[config.mk]
export PLATFORM = sky130hd
export DESIGN_NAME = mod_index_counter
export DESIGN_NICKNAME = d
export VERILOG_FILES = /design/src/rtl/mod_counter_defs.sv /design/src/rtl/mod_counter_digit.sv /design/src/rtl/mod_index_counter.sv
export SDC_FILE = /design/constraint.sdc
export NUM_CORES = 1
export LEC_CHECK = 0
export ABC_CLOCK_PERIOD_IN_PS = 2400
export CAP_MARGIN = 5
export CORE_ASPECT_RATIO = 0.8
export CORE_MARGIN = 10
export CORE_UTILIZATION = 47
export DETAILED_ROUTE_END_ITERATION = 16
export GPL_TIMING_DRIVEN = 0
export PLACE_DENSITY = 0.9
export SYNTH_ARGS = -nofsm -noshare
export SYNTH_HDL_FRONTEND = slang
export SYNTH_SLANG_ARGS = --single-unit
[constraint.sdc]
create_clock -name clk -period 2.4 [get_ports clk]
set_input_delay 0.6 -clock clk [delete_from_list [all_inputs] [get_ports clk]]
set_output_delay 0.6 -clock clk [all_outputs]
set_load 0.03 [all_outputs]
[src/rtl/mod_counter_defs.sv]
// Shared definitions for the modulo index counter and the parity controllers
// that decode its value: digit width, digit packing helpers, step encoding.
package mod_counter_defs;

    // Bits needed to hold one digit of modulus m.
    function automatic int dig_w(input int m);
        return (m < 2) ? 1 : $clog2(m);
    endfunction

    // Low bit of digit i inside a packed value of w-bit digits.
    function automatic int dig_lo(input int i, input int w);
        return i * w;
    endfunction

    typedef enum logic [1:0] {
        STEP_NONE,
        STEP_UP,
        STEP_DN
    } step_e;

endpackage

[src/rtl/mod_counter_digit.sv]
// One modulo-MOD digit: clear, load (out-of-range -> 0), step up/down with
// wrap pulse. Ports: clk, reset, clr, load, ld_digit, step_up, step_dn in;
// digit, wrap (registered), is_max, is_min (combinational) out.
module mod_counter_digit
    import mod_counter_defs::*;
#(
    parameter int MOD = 5,
    parameter int W   = dig_w(MOD)
) (
    input  logic         clk,
    input  logic         reset,
    input  logic         clr,
    input  logic         load,
    input  logic [W-1:0] ld_digit,
    input  logic         step_up,
    input  logic         step_dn,
    output logic [W-1:0] digit,
    output logic         wrap,
    output logic         is_max,
    output logic         is_min
);

    localparam logic [W-1:0] MAXV = W'(MOD - 1);
    localparam logic [W:0]   MODV = (W + 1)'(MOD);

    logic [W-1:0] digit_q, digit_d;
    logic         wrap_q, wrap_d;

    assign is_max = (digit_q == MAXV);
    assign is_min = (digit_q == '0);

    always_comb begin
        digit_d = digit_q;
        wrap_d  = 1'b0;
        if (clr) begin
            digit_d = '0;
        end else if (load) begin
            digit_d = ({1'b0, ld_digit} >= MODV) ? '0 : ld_digit;
        end else if (step_up) begin
            if (is_max) begin
                digit_d = '0;
                wrap_d  = 1'b1;
            end else begin
                digit_d = digit_q + W'(1);
            end
        end else if (step_dn) begin
            if (is_min) begin
                digit_d = MAXV;
                wrap_d  = 1'b1;
            end else begin
                digit_d = digit_q - W'(1);
            end
        end
    end

    always_ff @(posedge clk or posedge reset) begin
        if (reset) begin
            digit_q <= '0;
            wrap_q  <= 1'b0;
        end else begin
            digit_q <= digit_d;
            wrap_q  <= wrap_d;
        end
    end

    assign digit = digit_q;
    assign wrap  = wrap_q;

endmodule

[src/rtl/mod_index_counter.sv]
// Multi-digit modulo counter for matrix/lane index sweeps.
// Ports: clk, reset, clr, load, load_value, inc, dec in; value, digit_co,
// co, err (registered pulses) and at_max, at_min (combinational) out.
module mod_index_counter
    import mod_counter_defs::*;
#(
    parameter int MOD    = 5,
    parameter int DIGITS = 2,
    parameter int WRAP   = 1,
    localparam int W     = dig_w(MOD)
) (
    input  logic                clk,
    input  logic                reset,
    input  logic                clr,
    input  logic                load,
    input  logic [DIGITS*W-1:0] load_value,
    input  logic                inc,
    input  logic                dec,
    output logic [DIGITS*W-1:0] value,
    output logic [DIGITS-1:0]   digit_co,
    output logic                co,
    output logic                err,
    output logic                at_max,
    output logic                at_min
);

    localparam logic [W:0] MODV = (W + 1)'(MOD);

    logic [DIGITS-1:0] is_max, is_min, up_en, dn_en, oor;
    step_e             step;
    logic              co_q, co_d, err_q, err_d;

    assign at_max = &is_max;
    assign at_min = &is_min;

    // Saturating mode drops the step entirely at the terminal value.
    always_comb begin
        step = STEP_NONE;
        if (inc && !dec && (WRAP != 0 || !at_max))
            step = STEP_UP;
        else if (dec && !inc && (WRAP != 0 || !at_min))
            step = STEP_DN;
    end

    for (genvar i = 0; i < DIGITS; i++) begin : g_dig
        localparam int LO = dig_lo(i, W);

        // A digit steps only when every lower digit is at its turn-over value.
        if (i == 0) begin : g_lsd
            assign up_en[i] = (step == STEP_UP);
            assign dn_en[i] = (step == STEP_DN);
        end else begin : g_hi
            assign up_en[i] = up_en[i-1] & is_max[i-1];
            assign dn_en[i] = dn_en[i-1] & is_min[i-1];
        end

        assign oor[i] = ({1'b0, load_value[LO +: W]} >= MODV);

        mod_counter_digit #(.MOD(MOD), .W(W)) u_digit (
            .clk      (clk),
            .reset    (reset),
            .clr      (clr),
            .load     (load),
            .ld_digit (load_value[LO +: W]),
            .step_up  (up_en[i]),
            .step_dn  (dn_en[i]),
            .digit    (value[LO +: W]),
            .wrap     (digit_co[i]),
            .is_max   (is_max[i]),
            .is_min   (is_min[i])
        );
    end

    // Whole-counter wrap: stepping from the all-terminal value.
    assign co_d  = !clr && !load &&
                   ((step == STEP_UP && at_max) ||
                    (step == STEP_DN && at_min));
    assign err_d = !clr && load && (|oor);

    always_ff @(posedge clk or posedge reset) begin
        if (reset) begin
            co_q  <= 1'b0;
            err_q <= 1'b0;
        end else begin
            co_q  <= co_d;
            err_q <= err_d;
        end
    end

    assign co  = co_q;
    assign err = err_q;

endmodule
# Word-level counts from Yosys, hierarchy flattened
# Cells that the tools add are included.
# totals
word_cells	66
regBits	10
out_inout_bits	12
# op_classes
n_bitwise	2
order_cmp	2
muxes	28
n_addsub	4
reduce_logical	20
eq_ne	4
# ops
op	count
3-bit two-way mux	14
1-bit two-way mux	12
1-bit logical AND	8
4-bit nonzero test	2
3-bit by 1-bit adder with 3-bit output (second input constant)	2
3-bit equality test (second input constant)	2
3-bit greater-or-equal comparator (second input constant)	2
3-bit zero test	2
3-bit by 1-bit subtractor with 3-bit output (second input constant)	2
1-bit zero test	4
2-bit two-way mux	2
2-bit AND reduction	2
1-bit bitwise AND	2
2-bit by 1-bit equality test with 1-bit output (second input constant)	1
2-bit equality test (second input constant)	1
2-bit OR reduction	1
1-bit logical OR	1

# Depth between registers and ports, before layout
# Gate-level depths: netlist of the first run.
# logic_depth
word_depth	10
ltp_mapped	7
mapped_depth_nobuf	6

# By module
# Synthesis of the first run repeated with hierarchy kept, for this count alone.
# unflattened
hier_cells	104
area_unflattened_um2	887.1
# by_module_without_submodules
module	cells_per_inst	seq_area_each_um2	instances	area_per_inst_um2
mod_counter_digit	44	100.1	2	370.4
mod_index_counter	16	50.0	1	146.4

# Worst setup path before layout of the first run
# No wires, ideal clock.
# synth_path
path_type	register to output
startpoint	reg g_dig[0].u_digit.digit_q[0]
endpoint	out at_min
arrival_ns	1.706
path_stages_with_launch	6
slack_ns	0.094
n_path_buf	1
cell_sequence	dfrtp_1 > inv_1 > ha_1 > clkbuf_8 > nand2_1 > nor3_1
# synth_between
elab_chain_len	2
# synth_lines
element	line_no	rtl
start, declared	mod_counter_digit.sv:26	logic [W-1:0] digit_q, digit_d;
start signal, assigned	mod_counter_digit.sv:61	digit_q <= digit_d;
3-bit zero test	mod_counter_digit.sv:30	assign is_min = (digit_q == '0);
2-bit AND reduction	mod_index_counter.sv:34	assign at_min = &is_min;
end, declared	mod_index_counter.sv:24	output logic at_min
# Every way passes these cells.

# Worst setup path in the final report of the first run
# layout_path
startpoint	reg g_dig[0].u_digit.digit_q[0]
endpoint	out at_max
# layout_between
elab_chain_len	2
# layout_lines
element	line_no	rtl
3-bit equality test	mod_counter_digit.sv:29	assign is_max = (digit_q == MAXV);
2-bit AND reduction	mod_index_counter.sv:33	assign at_max = &is_max;
end, declared	mod_index_counter.sv:23	output logic at_max,
# Every way passes these cells.

==> results.txt, run 1 <==
----------------------------------------------------
[Run status]
  Run status ... complete, no violations

[Worst setup path]
  Highest net fanout along the worst path ... 10
  Required time of the critical path ... 1.80 ns
  Worst setup slack for register-to-register paths ... 0.52 ns
  Worst Setup End Kind ... output pin
  Crit Path Class ... reg2out
  Startpoint types ... register
  Worst endpoint data arrival time ... 1.66 ns

[Timing]
  Minimum clock period after layout ... 2.26 ns
  Final count of negative-setup-slack endpoints ... 0
  Setup WS post-layout ... 0.140 ns
  Unrepaired setup endpoints after global routing ... false
  Final count of hold timing violations ... 0
  Max-slew headroom at the worst pin ... 74.4%
  Transition time of the tightest slew-check pin ... 0.383 ns
  Worst clock skew on the final layout ... 0.00130 ns
  Max Transition Viols Final ... 0
  Period utilisation layout ... 94.2%
  Fmax achieved ... 0.442 GHz

[Layout]
  Nets ... 146
  Layout cells sized above 1 ... 14.4%
  Commonest cells after routing, fill and taps aside ... sky130_fd_sc_hd__clkdlybuf4s50_1, sky130_fd_sc_hd__dfrtp_1, sky130_fd_sc_hd__a21oi_1, sky130_fd_sc_hd__ha_1
  Final cell count without fillers ... 147
  Most common cell after layout, fill and taps aside ... sky130_fd_sc_hd__clkdlybuf4s50_1
  Synthesis-to-layout area growth ... 33.7%
  Utilization after layout ... 68.4%
  Ant. Diodes ... 0

[Global routing]
  Wire length of the first global-routing pass ... 3660 µm
  Maximum number of pins on one net before global-route repair ... 11
  Antenna violations before repair ... 0
  Sum of overflow across all layers after global routing ... 0
  Number of global-route vias before repair ... 777
  GRT Util Overall ... 11.9%

[Clock network]
  CTS tree ... built
  Post-cts hold buffer count ... 0
  Sink Count ... 10
  Post-CTS Resized ... 9
  Longest Clk Path Bufs ... 2
  Clock slew at reported path FFs ... 0.07 ns
  Count of H-tree levels built during CTS ... 1
  Worst skew pair latency ... 0.27 ns
  Root Buffer Master ... sky130_fd_sc_hd__clkbuf_4
  TritonCTS Buffers ... 3
  Setup Fix Bufs, Post-CTS ... 0

[Die]
  I/O pin count ... 24
  Height of the die ... 58.4 µm
  Overall die width ... 68.0 µm
  Placement row count ... 13
  Die Outline Area ... 3970 µm²
  Core box area ... 1690 µm²
  Initial cell density of the core ... 51.2%

[Route]
  Met2 Wirelength ... 1090 µm
  Met1 WL ... 972 µm
  Detailed-route wire length per cell ... 15.5 µm
  Total number of vias ... 841
  Wire length on met3 ... 148 µm
  Overall routed net length ... 2280 µm
  DRC violations left ... 0
  Top metal layer carrying routed signals ... met4
  Initial DRT Pass Iterations ... 6
  Iteration-0 DRC Markers ... 35
  Post-detailed-route count of antenna-violating nets ... 0
  DR vias/cell ... 5.72

[Power and ir drop]
  Static power due to leakage ... 0.501 nW
  Power per cell area ... 485 nW/µm²
  Max rail drop VDD ... 0.000235 V

[Placement]
  Cell total after placement ... 143
  HPWL reported at the end of detailed placement ... 1800 µm
  Port Buf Inserts ... 23
  Setup slack after placement ... -0.0978 ns
  Final weighted congestion of routability-driven global placement ... 0.840

[Yosys]
  Portion of the post-synthesis area used by sequential elements ... 28.9%
  Yosys reg bits ... 10
  Net count after synthesis ... 118
  Post-synth cell types ... 33
  Syn Area/Cell ... 8.84 µm²
  Warnings, synthesis ... 0
  Cell Area, Synth ... 866 µm²
  Gate Count Post-Synth ... 98

[Flow run]
  Number of max-cap violations ... 0

[Worst hold path]
  Worst min-delay path class ... in2async

----------------------------------------------------
power by group:
group,internal (mW),total [mW],leakage [nW],switching [mW]
logic,0.0968,0.215,0.346,0.119
clock network,0.0923,0.156,0.0210,0.0637
registers,0.179,0.190,0.134,0.0112
synth_stat cells (all sizes together):
master | count | area share [%]
nor2 | 5 | 2.2
nor3b | 4 | 3.5
nor4 | 2 | 1.4
ha | 8 | 12
nor3 | 3 | 1.7
or3b | 1 | 1.0
xnor2 | 2 | 2.0
nand2 | 7 | 3.0
nor4b | 1 | 1.0
or3 | 1 | 0.72
a21oi | 8 | 4.6
mux2i | 2 | 2.3
a211oi | 1 | 1.4
nand4 | 2 | 1.4
inv | 7 | 3.0
mux2 | 1 | 1.7
and3 | 1 | 0.87
o31ai | 1 | 0.87
nor2b | 2 | 1.4
o21ai | 6 | 3.5
a21boi | 1 | 1.3
a221oi | 3 | 3.0
dfrtp | 10 | 29
a31oi | 1 | 0.72
buf | 3 | 2.3
nand2b | 6 | 4.3
clkbuf | 4 | 5.2
a32o | 2 | 2.3
nand3 | 1 | 0.58
a221o | 1 | 1.2
or2 | 1 | 0.72
path summary, 6_finish.rpt:
check | startpoint | end | depth (start not counted)
setup reg to reg | g_dig[1].u_digit.digit[0] | g_dig[1].u_digit.digit[2] | 6
hold reg to reg | g_dig[1].u_digit.digit[1] | g_dig[1].u_digit.digit[1] | 2
setup / recovery | g_dig[0].u_digit.digit[0] | at_max | 6
hold / removal | reset | g_dig[1].u_digit.digit[2] | 2
min in group clk | g_dig[1].u_digit.digit[1] | g_dig[1].u_digit.digit[1] | 2
max in group asynchronous | reset | g_dig[0].u_digit.digit[1] | 2
logic make-up after synthesis:
kind of cell,Yosys count,synth area share [%]
AND/OR/NAND/NOR,37,24.0
AO/OA/AOI/OAI,24,18.9
buffers and inverters,14,10.5
flip-flops,10,28.9
adder cells (fa/ha/maj),8,11.6
multiplexers,3,4.05
XOR/XNOR,2,2.02
metal layers:
layer  GRT usage, %  vias up
met3           2.65        7
met5              0        -
li1               -      403
met2           17.9       34
met4           8.88        0
met1           14.3      397
flip-flops by register name, summed over array words and instances, names as in the netlist:
signal,count
err,1
g_dig.u_digit.wrap,2
co,1
g_dig.u_digit.digit,6
critical path: stages, from the launching register on:
cell	delay [ns]
sky130_fd_sc_hd__dfrtp_1	0.43
sky130_fd_sc_hd__inv_1	0.13
sky130_fd_sc_hd__ha_1	0.19
sky130_fd_sc_hd__clkbuf_8	0.17
sky130_fd_sc_hd__nand2_1	0.14
sky130_fd_sc_hd__nor2_1	0.13
sky130_fd_sc_hd__buf_2	0.20
final cells by class:
| cell class | count | area, µm² |
|---|---|---|
| Multi-Input combinational cell | 74 | 529 |
| Inverter | 7 | 26.3 |
| Tap cell | 22 | 27.5 |
| Sequential cell | 10 | 250 |
| Clock buffer | 4 | 36.3 |
| Timing Repair Buffer | 23 | 223 |
| Fill cell | 147 | 534 |
| Buffer | 7 | 65.1 |
metrics by stage:
stage / area (µm²) / hold slack [ns] / total power [mW] / setup TNS [ns]
after global routing: 1160 / 0.641 / 0.592 / 0
final: 1160 / 0.593 / 0.562 / 0
after detailed placement: 1120 / 0.623 / 0.407 / -0.130
after global placement: 1120 / 0.602 / 0.399 / -0.0114
after CTS: 1160 / 0.595 / 0.562 / 0
after floorplan: 866 / 0.440 / 0.329 / 0
(Power assumes the default switching activity.)
==> run 2, diff against run 1 <==
--- a/config.mk
+++ b/config.mk
@@ -5,14 +5,14 @@
 export SDC_FILE = /design/constraint.sdc
 export NUM_CORES = 1
 export LEC_CHECK = 0
-export ABC_CLOCK_PERIOD_IN_PS = 2400
+export ABC_CLOCK_PERIOD_IN_PS = 2300
 export CAP_MARGIN = 5
 export CORE_ASPECT_RATIO = 0.8
 export CORE_MARGIN = 10
-export CORE_UTILIZATION = 47
+export CORE_UTILIZATION = 30
 export DETAILED_ROUTE_END_ITERATION = 16
 export GPL_TIMING_DRIVEN = 0
-export PLACE_DENSITY = 0.9
+export PLACE_DENSITY = 0.65
 export SYNTH_ARGS = -nofsm -noshare
 export SYNTH_HDL_FRONTEND = slang
 export SYNTH_SLANG_ARGS = --single-unit
==> constraint.sdc (replaced) <==
create_clock -name clk -period 2.3 [get_ports clk]
set_input_delay 0.575 -clock clk [delete_from_list [all_inputs] [get_ports clk]]
set_output_delay 0.575 -clock clk [all_outputs]
set_load 0.03 [all_outputs]
==> results.txt, run 2 (synthesis results as in run 1) <==
----------------------------------------------------
[Run status]
  Run status ... complete, no violations

[Route]
  Post-detailed-route count of antenna-violating nets ... 0 (unchanged)
  Iteration-0 DRC Markers ... 81 (+130%)
  DRC violations left ... 0 (unchanged)
  Total number of vias ... 786 (-6.5%)
  Overall routed net length ... 2300 µm (+1.1%)
  Initial DRT Pass Iterations ... 4 (-2)
  DR vias/cell ... 4.85 (-15%)
  Detailed-route wire length per cell ... 14.2 µm (-8.3%)

[Global routing]
  Number of global-route vias before repair ... 780 (+0.39%)
  Maximum number of pins on one net before global-route repair ... 11 (unchanged)
  Wire length of the first global-routing pass ... 3750 µm (+2.5%)
  GRT Util Overall ... 8.82% (-3.1 points)
  Sum of overflow across all layers after global routing ... 0 (unchanged)
  Antenna violations before repair ... 0 (unchanged)

[Timing]
  Final count of hold timing violations ... 0 (unchanged)
  Fmax achieved ... 0.467 GHz
  Max-slew headroom at the worst pin ... 73.3% (-1.1 points)
  Transition time of the tightest slew-check pin ... 0.400 ns (+0.0167 ns)
  Period utilisation layout ... 93.0%
  Hold slack final ... 0.587 ns (-0.00600 ns)
  Final count of negative-setup-slack endpoints ... 0 (unchanged)
  Max Transition Viols Final ... 0 (unchanged)
  Unrepaired setup endpoints after global routing ... false
  Minimum clock period after layout ... 2.14 ns
  Worst clock skew on the final layout ... 0.00404 ns (+0.00274 ns)
  Final total negative setup slack ... 0 ns (unchanged)

[Power and ir drop]
  Power per cell area ... 466 nW/µm² (-4.0%)
  Max rail drop VDD ... 0.000159 V (-32%)
  Static power due to leakage ... 0.494 nW (-1.6%)

[Clock network]
  Setup Fix Bufs, Post-CTS ... 0 (unchanged)
  Root Buffer Master ... sky130_fd_sc_hd__clkbuf_4
  CTS tree ... built
  TritonCTS Buffers ... 3 (unchanged)
  Sink Count ... 10 (unchanged)
  Longest Clk Path Bufs ... 2 (unchanged)
  Post-CTS Resized ... 11 (+2)
  Count of H-tree levels built during CTS ... 1 (unchanged)
  Worst skew pair latency ... 0.26 ns (about the same)
  Clock slew at reported path FFs ... 0.07 ns (about the same)
  Post-cts hold buffer count ... 0 (unchanged)

[Layout]
  Ant. Diodes ... 0 (unchanged)
  Most common cell after layout, fill and taps aside ... sky130_fd_sc_hd__clkdlybuf4s50_1
  Synthesis-to-layout area growth ... 35.0%
  Number of flip-flops in the largest register ... 6 (unchanged)
  Layout cells sized above 1 ... 14.5% (+0.12 points)
  Utilization after layout ... 42.3% (-26 points)
  Nets ... 146 (unchanged)
  Commonest cells after routing, fill and taps aside ... sky130_fd_sc_hd__clkdlybuf4s50_1, sky130_fd_sc_hd__dfrtp_1, sky130_fd_sc_hd__a21oi_1, sky130_fd_sc_hd__ha_1, sky130_fd_sc_hd__inv_1

[Worst setup path]
  Required time of the critical path ... 1.73 ns (-0.07 ns)
  Startpoint types ... register
  Highest net fanout along the worst path ... 10 (unchanged)
  Worst Setup End Kind ... output pin
  Worst R2R End ... g_dig[1].u_digit.digit[2]
  Worst reg2reg path startpoint ... g_dig[1].u_digit.digit[0]
  Worst endpoint data arrival time ... 1.57 ns (-0.09 ns)
  Crit Path Class ... reg2out
  Critical Path Sink ... at_max
  Depth of the worst register-to-register path ... 6 (unchanged)
  Worst setup slack for register-to-register paths ... 0.40 ns (-0.12 ns)
  Crit. Startpoint ... g_dig[0].u_digit.digit[0]

[Die]
  Height of the die ... 68.1 µm (+17%)
  Overall die width ... 80.1 µm (+18%)
  Core box area ... 2770 µm² (+63%)
  Initial cell density of the core ... 31.3% (-20 points)
  Placement row count ... 17 (+4)
  I/O pin count ... 24 (unchanged)
  Die Outline Area ... 5450 µm² (+37%)

[Placement]
  Port Buf Inserts ... 23 (unchanged)
  Final weighted congestion of routability-driven global placement ... 0.782 (-6.9%)
  HPWL reported at the end of detailed placement ... 1880 µm (+4.6%)

[Flow run]
  Number of max-cap violations ... 0 (unchanged)

[Worst hold path]
  Worst min-delay path class ... in2async

----------------------------------------------------
-- run 2: changes by cell type in the layout (fill, tap and decap cells not counted) --
cell                       change
sky130_fd_sc_hd__buf_2         -1
sky130_fd_sc_hd__clkbuf_4      +1
sky130_fd_sc_hd__clkbuf_8      -1
sky130_fd_sc_hd__nand2_1       -1
sky130_fd_sc_hd__nand2_2       +1
-- run 2: how the worst min path moves through the flow --
stage                     cells after the start                         to                 startpoint  slack, ns
after floorplan                               1                         co                      reset       0.42
after global placement                        2  g_dig[1].u_digit.digit[1]  g_dig[1].u_digit.digit[1]       0.61
after detailed placement                      2  g_dig[1].u_digit.digit[1]  g_dig[1].u_digit.digit[1]       0.62
after CTS                                     2      g_dig[0].u_digit.wrap                      reset       0.60
after global routing                          2  g_dig[0].u_digit.digit[1]                      reset       0.63
final                                         2      g_dig[0].u_digit.wrap                      reset       0.59
-- run 2: report_power, final --
group | switching [mW] | leakage, nW | internal, mW
sequential | 0.0117 | 0.134 | 0.187
combinational | 0.124 | 0.346 | 0.102
clock | 0.0601 | 0.0138 | 0.0605
-- run 2: per-layer routing --
metal  up-vias  global-route usage, %  part of all wire (%)
li1        402                      -                     -
met1       358                   12.1                    52
met2        22                   12.9                    42
met3         4                   1.57                   4.5
met4         0                   4.61                   2.2
met5         -                      0                     0
-- run 2: worst max-delay path: stages (launching register included) --
cell and delay, ns:
sky130_fd_sc_hd__dfrtp_1 0.41, sky130_fd_sc_hd__inv_1 0.11, sky130_fd_sc_hd__ha_1 0.19, sky130_fd_sc_hd__clkbuf_8 0.17
sky130_fd_sc_hd__nand2_2 0.10, sky130_fd_sc_hd__nor2_1 0.12, sky130_fd_sc_hd__clkbuf_4 0.19
-- run 2: cell type report --
cell class	count	area, µm²
Inverter	7	26.3
Multi-Input combinational cell	74	532
Fill cell	280	1600
Timing Repair Buffer	23	225
Buffer	7	65.1
Sequential cell	10	250
Clock buffer	3	22.5
Tap cell	38	47.5
-- run 2: per-stage QoR --
step                cells  setup slack (ns)  total power [mW]  area [µm²]
floorplan              98            0.0195             0.343         866
global placement      159            -0.120             0.420        1140
detailed placement    159            -0.115             0.425        1140
CTS                   162            0.0539             0.542        1160
global route          162            0.0232             0.581        1170
finish                162             0.160             0.545        1170
